--- src/rtl/pwm_pkg.sv ---
// pwm_pkg: shared encodings and phase-offset helper for the multi-channel PWM fader
package pwm_pkg;
    localparam logic MODE_TRI = 1'b0;
    localparam logic MODE_SAW = 1'b1;
    localparam logic DIR_UP   = 1'b1;
    localparam logic DIR_DOWN = 1'b0;

    // Starting duty of channel i, evenly spread across [dmin, dmax) to stagger the fade wave.
    function automatic int phase_offset(input int i, input int nch, input int dmin, input int dmax);
        return dmin + (i * (dmax - dmin)) / nch;
    endfunction
endpackage

--- src/rtl/pwm_fade_channel.sv ---
// pwm_fade_channel: one fading PWM channel (duty/dir state, fade update, registered compare)
//   clk, rst_n : clock, async active-low reset
//   en         : 1 = compare active, 0 = output forced low
//   upd        : one-cycle strobe, advances the fade by one step
//   mode       : MODE_TRI / MODE_SAW, sampled only on upd
//   cnt        : shared period counter
//   pwm        : registered PWM output
module pwm_fade_channel
    import pwm_pkg::*;
#(
    parameter int CW        = 16,
    parameter int DUTY_MIN  = 500,
    parameter int DUTY_MAX  = 35_000,
    parameter int INIT_DUTY = 500
) (
    input  logic          clk,
    input  logic          rst_n,
    input  logic          en,
    input  logic          upd,
    input  logic          mode,
    input  logic [CW-1:0] cnt,
    output logic          pwm
);
    localparam logic [CW-1:0] DMIN = CW'(DUTY_MIN);
    localparam logic [CW-1:0] DMAX = CW'(DUTY_MAX);
    localparam logic [CW-1:0] D0   = CW'(INIT_DUTY);

    logic [CW-1:0] duty, nxt_duty;
    logic          dir, nxt_dir;
    logic          at_max, at_min;

    assign at_max = duty >= DMAX;
    assign at_min = duty <= DMIN;

    // Out-of-range duty is clamped first; otherwise step per mode with no dwell at the ends.
    always_comb begin
        nxt_duty = duty;
        nxt_dir  = dir;
        if (duty < DMIN || duty > DMAX) begin
            nxt_duty = duty < DMIN ? DMIN : DMAX;
            nxt_dir  = mode == MODE_SAW ? DIR_UP : dir;
        end else if (mode == MODE_SAW) begin
            nxt_duty = at_max ? DMIN : duty + CW'(1);
            nxt_dir  = DIR_UP;
        end else if (dir == DIR_UP) begin
            nxt_duty = at_max ? duty - CW'(1) : duty + CW'(1);
            nxt_dir  = at_max ? DIR_DOWN : DIR_UP;
        end else begin
            nxt_duty = at_min ? duty + CW'(1) : duty - CW'(1);
            nxt_dir  = at_min ? DIR_UP : DIR_DOWN;
        end
    end

    always_ff @(posedge clk or negedge rst_n) begin
        if (!rst_n) begin
            duty <= D0;
            dir  <= DIR_UP;
            pwm  <= 1'b0;
        end else begin
            pwm <= en && (cnt < duty);
            if (upd) begin
                duty <= nxt_duty;
                dir  <= nxt_dir;
            end
        end
    end
endmodule

--- src/rtl/pwm_fader_multi.sv ---
// pwm_fader_multi: NCH-channel phase-staggered PWM LED fader sharing one period counter
//   clk, rst_n  : clock, async active-low reset
//   en          : 1 = run, 0 = freeze counter/fade and force outputs low
//   mode        : 0 = triangle fade, 1 = sawtooth fade
//   pwm         : registered PWM outputs, one per channel
//   period_tick : one-cycle pulse per period wrap
//   duty_upd    : one-cycle pulse per duty update
//   PWM_CENTER_ALIGNED_EN : when defined, up/down counter with centred pulses
module pwm_fader_multi
    import pwm_pkg::*;
#(
    parameter int CLK_FREQ     = 25_000_000,
    parameter int NCH          = 8,
    parameter int CW           = 16,
    parameter int PERIOD       = 50_000,
    parameter int DUTY_MIN     = 500,
    parameter int DUTY_MAX     = 35_000,
    parameter int STEP_PERIODS = 1
) (
    input  logic           clk,
    input  logic           rst_n,
    input  logic           en,
    input  logic           mode,
    output logic [NCH-1:0] pwm,
    output logic           period_tick,
    output logic           duty_upd
);
    localparam logic [CW-1:0] LAST      = CW'(PERIOD - 1);
    localparam logic [CW-1:0] STEP_LAST = CW'(STEP_PERIODS - 1);

    if (!(DUTY_MIN < DUTY_MAX && DUTY_MAX <= PERIOD && PERIOD >= 2 && CLK_FREQ >= PERIOD)) begin : g_bad_params
        $error("pwm_fader_multi: inconsistent parameters");
    end

    logic [CW-1:0] cnt, step;
    logic          wrap, upd;

`ifdef PWM_CENTER_ALIGNED_EN
    logic cdir;

    // Wrap is the step back into cnt==0; with PERIOD==2 the counter just toggles 0,1.
    assign wrap = en && (PERIOD == 2 ? cnt == LAST : (cdir == DIR_DOWN && cnt == CW'(1)));

    always_ff @(posedge clk or negedge rst_n) begin
        if (!rst_n) begin
            cnt  <= '0;
            cdir <= DIR_UP;
        end else if (en) begin
            if (cdir == DIR_UP) begin
                cnt  <= cnt == LAST ? (PERIOD == 2 ? '0 : cnt - CW'(1)) : cnt + CW'(1);
                cdir <= (cnt == LAST && PERIOD != 2) ? DIR_DOWN : DIR_UP;
            end else begin
                cnt  <= cnt - CW'(1);
                cdir <= cnt == CW'(1) ? DIR_UP : DIR_DOWN;
            end
        end
    end
`else
    assign wrap = en && cnt == LAST;

    always_ff @(posedge clk or negedge rst_n) begin
        if (!rst_n)
            cnt <= '0;
        else if (en)
            cnt <= wrap ? '0 : cnt + CW'(1);
    end
`endif

    // Duties change on the same edge cnt returns to 0, so each period sees one stable duty.
    assign upd = wrap && step == STEP_LAST;

    always_ff @(posedge clk or negedge rst_n) begin
        if (!rst_n) begin
            step        <= '0;
            period_tick <= 1'b0;
            duty_upd    <= 1'b0;
        end else begin
            step        <= upd ? '0 : (wrap ? step + CW'(1) : step);
            period_tick <= wrap;
            duty_upd    <= upd;
        end
    end

    for (genvar i = 0; i < NCH; i++) begin : g_ch
        pwm_fade_channel #(
            .CW       (CW),
            .DUTY_MIN (DUTY_MIN),
            .DUTY_MAX (DUTY_MAX),
            .INIT_DUTY(phase_offset(i, NCH, DUTY_MIN, DUTY_MAX))
        ) u_ch (
            .clk  (clk),
            .rst_n(rst_n),
            .en   (en),
            .upd  (upd),
            .mode (mode),
            .cnt  (cnt),
            .pwm  (pwm[i])
        );
    end
endmodule

--- config.mk ---
export PLATFORM = sky130hd
export DESIGN_NAME = pwm_fader_multi
export DESIGN_NICKNAME = d
export VERILOG_FILES = /design/src/rtl/pwm_pkg.sv /design/src/rtl/pwm_fade_channel.sv /design/src/rtl/pwm_fader_multi.sv
export SDC_FILE = /design/constraint.sdc
export NUM_CORES = 1
export LEC_CHECK = 0
export CAP_MARGIN = 10
export CORE_UTILIZATION = 50
export CTS_BUF_LIST = sky130_fd_sc_hd__clkbuf_8
export DETAILED_ROUTE_END_ITERATION = 8
export GPL_ROUTABILITY_DRIVEN = 0
export PLACE_DENSITY = 0.69
export SYNTH_ARGS = -nofsm -noshare
export SYNTH_HDL_FRONTEND = slang
export SYNTH_SLANG_ARGS = --single-unit
export TNS_END_PERCENT = 100
--- constraint.sdc ---
create_clock -name clk -period 4.46 [get_ports clk]
set_clock_uncertainty 0.05 [all_clocks]
set_input_delay 0.446 -clock clk [delete_from_list [all_inputs] [get_ports clk]]
set_output_delay 0.446 -clock clk [all_outputs]
set_load 0.005 [all_outputs]
# After elaboration in Yosys (flattened, before gate mapping)
# Index checks and enable logic that the tools add are counted.
dict set report totals {
  input_bits 4
  register_bits 178
  word_cells 223
}
dict set report classes {
  n_mux 100
  n_reduce_logical 28
  order_cmp 40
  eq_ne 9
  addsub 18
}
# operator count
set op_table {}
lappend op_table {{2-to-1 mux 16 bit} 59}
lappend op_table {{adder 16 x 1 -> 16 bit, second input constant} 10}
lappend op_table {{>= comparator 16 bit, second input constant} 8}
lappend op_table {{greater-than comparator 16 bit, second input constant} 8}
lappend op_table {{<= comparator 16 x 9 -> 1 bit, second input constant} 8}
lappend op_table {{less-than comparator 16 bit} 8}
lappend op_table {{less-than comparator 16 x 9 -> 1 bit, second input constant} 8}
lappend op_table {{subtractor 16 x 1 -> 16 bit, second input constant} 8}
lappend op_table {{2-to-1 mux 1 bit} 41}
lappend op_table {{== test 16 bit, second input constant} 1}
lappend op_table {{zero test 16 bit} 1}
lappend op_table {{inequality test 2 bit, second input constant} 8}
lappend op_table {{AND reduction 2 bit} 8}
lappend op_table {{logical AND 1 bit} 10}
lappend op_table {{logical OR 1 bit} 8}
lappend op_table {{nonzero test 2 bit} 1}

# Depth between registers and ports, before layout
dict set report depth {
  ltp_word 5
  ltp_mapped 11
  ltp_nobuf 10
}

# Cells and area by module
# A second synthesis with hierarchy kept.
dict set report unflattened {
  hier_cells 2276
  hier_area_um2 18879.4
}
# module seq_area_each_um2 cells_each area_each_um2 n_inst
set by_module_without_submodules {}
lappend by_module_without_submodules {{pwm_fade_channel at g_ch[5].u_ch ...} 461.7 266 2154.6 2}
lappend by_module_without_submodules {{pwm_fade_channel at g_ch[0].u_ch ...} 459.2 266 2152.1 2}
lappend by_module_without_submodules {{pwm_fade_channel at g_ch[7].u_ch} 467.9 266 2160.8 1}
lappend by_module_without_submodules {{pwm_fade_channel at g_ch[3].u_ch} 462.9 266 2155.8 1}
lappend by_module_without_submodules {{pwm_fade_channel at g_ch[2].u_ch} 460.4 266 2153.3 1}
lappend by_module_without_submodules {{pwm_fade_channel at g_ch[4].u_ch} 460.4 251 2030.7 1}
lappend by_module_without_submodules {pwm_fader_multi 850.8 163 1765.4 1}

# Worst setup path after synthesis
# No wires, ideal clock.
dict set report synth_timing {
  path_type {register -> register}
  start {register g_ch[0].u_ch.duty[7]}
  end {register g_ch[0].u_ch.duty[3]}
  t_required_ns 4.320
  arrival_time_ns 2.406
  path_stages_with_launch 10
  path_slack_ns 1.914
  setup_time_ns 0.090
  period_less_slack_ns 2.546
  n_path_buf 2
  path_cell_list {dfstp_2 > buf_2 > nand3_1 > o211ai_2 > o311ai_4 > or4_4 > buf_6 > a2bb2oi_1 > or3_1 > o2111ai_1}
}
dict set report synth_between {
  elab_chain_cells 5
}
# element line_no
set synth_lines {}
lappend synth_lines {{start: declaration} pwm_fade_channel.sv:28} ;# logic [CW-1:0] duty, nxt_duty;
lappend synth_lines {{start signal: assignment} pwm_fade_channel.sv:62} ;# duty <= nxt_duty;
lappend synth_lines {{<= comparator 16 x 9 -> 1 bit or >= comparator 16 bit (tied branches)} {pwm_fade_channel.sv:33, pwm_fade_channel.sv:32}}
lappend synth_lines {{2-to-1 mux 16 bit (on tied branches)} {pwm_fade_channel.sv:49, pwm_fade_channel.sv:46}}
lappend synth_lines {{2-to-1 mux 16 bit} pwm_fade_channel.sv:45} ;# end else if (dir == DIR_UP) begin
lappend synth_lines {{2-to-1 mux 16 bit} pwm_fade_channel.sv:42} ;# end else if (mode == MODE_SAW) begin
lappend synth_lines {{2-to-1 mux 16 bit (*)} pwm_fade_channel.sv:39} ;# if (duty < DMIN || duty > DMAX) begin
# Mark *: on every way between the ends. The rest lies on a longest branch, timed or not.
# A chain may end at the register's enable or synchronous reset.

# Worst setup path after layout
dict set report layout_timing {
  start {register cnt[5]}
  end {register g_ch[5].u_ch.duty[14]}
}
dict set report layout_between {
  elab_chain_cells 3
}
# element line_no
set layout_lines {}
lappend layout_lines {{start: declaration} pwm_fader_multi.sv:35} ;# logic [CW-1:0] cnt, step;
lappend layout_lines {{start signal: assignment} pwm_fader_multi.sv:65} ;# cnt <= wrap ? '0 : cnt + CW'(1);
lappend layout_lines {{== test 16 bit} pwm_fader_multi.sv:59} ;# assign wrap = en && cnt == LAST;
lappend layout_lines {{logical AND 1 bit} pwm_fader_multi.sv:59}
lappend layout_lines {{logical AND 1 bit} pwm_fader_multi.sv:70} ;# assign upd = wrap && step == STEP_LAST;
lappend layout_lines {{end signal: assignment} pwm_fade_channel.sv:62}
lappend layout_lines {{end: declaration} pwm_fade_channel.sv:28}
# No other way between the ends.

==> run_results.csv <==
group,metric,value,unit
layout,diodes,0,
clock_network,cts-root-buf,"clkbuf_8",
timing,setup-violations-final,0,
setup_path,crit_path_end_kind,"register",
global_route,grt_pass1_wl,88300,µm
yosys,async_flop_share,1.00,
power_and_ir_drop,p_leak,7.18,nW
yosys,synth_top_family_by_area,"compound AO/OA/AOI/OAI gates",
detailed_routing,final_antenna_net_count,0,
floorplan,initial_core_util,0.513,
power_and_ir_drop,seq_power_share,0.467,
floorplan,die_w,188,µm
min_path,hold_path_depth,1,
layout,final_cell_mix,"nor2_1 (163), inv_1 (152), a21oi_1 (144), nand2_1 (144), ha_1 (139)",
detailed_routing,wl_per_cell,20.7,µm
yosys,netlist_instances,2218,
global_route,track_usage,0.306,
setup_path,worst-path-buf-inv,2,
layout,area_growth,4.31,%
power_and_ir_drop,p_clk_frac,0.344,
clock_network,clock_path_buffers,2,
run_status,outcome,"complete, no violations",
detailed_routing,drtPass1Iterations,6,
floorplan,fp.dieH,188,µm
yosys,synth_nets,2361,
setup_path,critPathArrivalTime,3880,ps
clock_network,insertion_delay,520,ps
power_and_ir_drop,power,3.68,mW
clock_network,cts_buffers,17,
detailed_routing,drc,0,
timing,min_period_over_period,0.784,
timing,tightest_slew,1150,ps
global_route,antenna_found_initial,0,
setup_path,crit_type,"reg2reg",
yosys,seq_area_frac_synth,0.262,
setup_path,start_kind,"register",
setup_path,worstPathRequired,4840,ps
floorplan,coreArea,0.0338,mm²
setup_path,crit_family,"simple AND/OR/NAND/NOR gates",
timing,rsz0062_at_grt,"no",
yosys,synth-adder-area-share,0.100,
yosys,synth_xor_area_frac,0.0374,
timing,max_freq,0.286,GHz
setup_path,path_depth,9,
timing,whs,434,ps
setup_path,crit_chain,"nor4b_1, nand4_1, inv_2, nand2_4, clkinv_2, nand3_1, nor3_1, a311oi_1, o22ai_1",
clock_network,cts_resized,0,
yosys,yosys_warnings,0,
min_path,holdCritPathClass,"reg2reg",
clock_network,clock_sinks,178,
placed_design,place_hpwl,37600,µm
power_and_ir_drop,combPwrFrac,0.190,
detailed_routing,wirelength,54000,µm
layout,mostFrequentLayoutCell,"nor2_1",
clock_network,clkTransAtPathRegs,110,ps
floorplan,core.rowCount,67,
detailed_routing,drtIter0Drc,2493,
placed_design,placed_area,0.0177,mm²
power_and_ir_drop,peakVddDrop,0.201,mV
detailed_routing,vias_per_cell,6.86,
power_and_ir_drop,switching_share,0.319,
timing,drv_slew,0,
layout,nets,2286,
yosys,synth_mux_area_frac,0.00874,
layout,design_area,0.0181,mm²
detailed_routing,dr_total_vias,17900,
yosys,ys_types,99,
setup_path,max_stage_delay,660,ps
yosys,synth-simple-area-share,0.240,
floorplan,io_pins,14,
timing,tns,0,ps
power_and_ir_drop,power.internal,2.51,mW
placed_design,io_buffers,13,
power_and_ir_drop,switchingPower,1.17,mW
timing,relSlewSlack,0.226,
setup_path,rr_worst_depth,9,
yosys,synth-edff-count,0,
floorplan,die_area,0.0354,mm²
global_route,first_global_vias,16700,
job,max_cap_violations,0,
global_route,grt_max_degree,105,
power_and_ir_drop,power_per_cell_area,204,mW/mm²
global_route,overflow,0,
yosys,synth_compound_area_frac,0.282,
timing,hold_viol,0,
yosys,ys_seq_elements,178,
clock_network,cts_tree,"built",
setup_path,worst_path_max_delay_cell,"dfrtp_1",
clock_network,post-cts-setup-buffers,0,
yosys,syn_avg_cell_area,7.81,µm²
yosys,synth.cell_area,0.0173,mm²
clock_network,h-tree-depth,4,
layout,drive_gt1_frac,0.0858,
timing,min_period,3500,ps
setup_path,path_max_fanout,37,
yosys,synth-main-ff-cell,"dfrtp_1",
[cells by family (layout without fill, tap and decap cells)]
family,after synthesis,count (layout)
AOI/OAI and AO/OA,721,721
xor gates and xnor gates,74,74
adders and majority gates,139,139
buffers and inverters,293,231
DFF,178,178
muxes,14,14
and+or+nand+nor,799,799
[area by class of cell]
type,count,area (µm²)
Fill cell,3109,15700
Inverter,156,587
Multi-Input combinational cell,1747,11600
Timing Repair Buffer,43,382
Clock buffer,18,248
Sequential cell,178,4540
Tap cell,448,561
Clock inverter,14,166
[flip-flops by register name, indices dropped and copies added (netlist names)]
register        cells
cnt                16
g_ch.u_ch.duty    128
step               16
duty_upd            1
g_ch.u_ch.dir       8
period_tick         1
g_ch.u_ch.pwm       8
[synthesized netlist by cell type (8+ instances only)]
| cell | instances | area, µm² |
|---|---|---|
| clkbuf_1 | 83 | 312 |
| o21ai_1 | 20 | 100 |
| a22oi_1 | 12 | 90.1 |
| or3_1 | 30 | 188 |
| inv_1 | 150 | 563 |
| dfstp_2 | 72 | 1890 |
| o221ai_1 | 10 | 87.6 |
| o21a_1 | 16 | 120 |
| a32oi_1 | 10 | 87.6 |
| o22ai_1 | 34 | 213 |
| nand2b_1 | 24 | 150 |
| a211oi_1 | 33 | 248 |
| a22o_1 | 9 | 78.8 |
| o32a_1 | 8 | 80.1 |
| nand3b_1 | 11 | 82.6 |
| a31oi_1 | 50 | 313 |
| or4_1 | 8 | 60.1 |
| nand3_1 | 107 | 536 |
| and2_1 | 15 | 93.8 |
| o21ai_0 | 137 | 686 |
| a2bb2oi_1 | 10 | 87.6 |
| o211ai_1 | 21 | 158 |
| nand2_1 | 145 | 544 |
| buf_1 | 8 | 30.0 |
| ha_1 | 139 | 1740 |
| buf_2 | 31 | 155 |
| dfrtp_1 | 106 | 2650 |
| xnor2_1 | 62 | 543 |
| nor4_1 | 25 | 156 |
| a21o_1 | 56 | 420 |
| and3_1 | 44 | 275 |
| a21oi_1 | 144 | 721 |
| o31ai_1 | 18 | 135 |
| xor2_1 | 12 | 105 |
| buf_4 | 11 | 82.6 |
| nor2_1 | 163 | 612 |
| nor2b_1 | 13 | 81.3 |
| nand4_1 | 68 | 425 |
| nor3_1 | 97 | 485 |
| a221oi_1 | 14 | 123 |
[worst paths after layout]
| kind | from | end | slack (ps) |
|---|---|---|---|
| setup / recovery | cnt[5] | g_ch[5].u_ch.duty[14] | 960 |
| setup reg to reg | cnt[5] | g_ch[5].u_ch.duty[14] | 960 |
| hold reg to reg | step[15] | step[15] | 430 |
| min in group asynchronous | rst_n | g_ch[7].u_ch.duty[5] | 510 |
| max in group asynchronous | rst_n | g_ch[2].u_ch.duty[5] | 2900 |
| hold / removal | step[15] | step[15] | 430 |
[layer usage]
| metal | vias up | part of all wire | routed length (µm) | track usage |
|---|---|---|---|---|
| met5 | - | 0 | 0 | 0 |
| met4 | 0 | 0.035 | 1890 | 0.124 |
| met3 | 176 | 0.086 | 4670 | 0.0479 |
| met2 | 1029 | 0.44 | 23800 | 0.469 |
| met1 | 8499 | 0.44 | 23600 | 0.429 |
| li1 | 8168 | - | - | - |
[timing repair]
| item | 4_1_cts | 5_1_grt |
|---|---|---|
| hold buffers | 1 | 0 |
| hold endpoints to repair | 1 | 0 |
| setup endpoints to repair | 0 | 0 |
[worst register-to-register path, stage by stage, from the launching register on]
cell      delay, ps
dfrtp_1         660
nor4b_1         430
nand4_1         280
inv_2           150
nand2_4         150
clkinv_2        560
nand3_1         530
nor3_1          310
a311oi_1         80
o22ai_1         200
[through the flow]
stage               setup WS [ps]   util  std cells
floorplan                    1910      -       2218
CTS                          1060  0.535       2604
global route                  697  0.535       2604
finish                        963  0.535       2604
global placement              962  0.523       2571
detailed placement            890  0.523       2571
[power by group through the flow]
stage	Clock, mW	Combinational, mW	Sequential (mW)
3_3_place_gp	0	0.667	1.74
5_1_grt	1.33	0.780	1.72
4_1_cts	1.27	0.694	1.71
6_report	1.26	0.698	1.72
2_1_floorplan	0	0.412	1.75
3_5_place_dp	0	0.689	1.74
No activity file was read; power rests on OpenSTA's default activity.
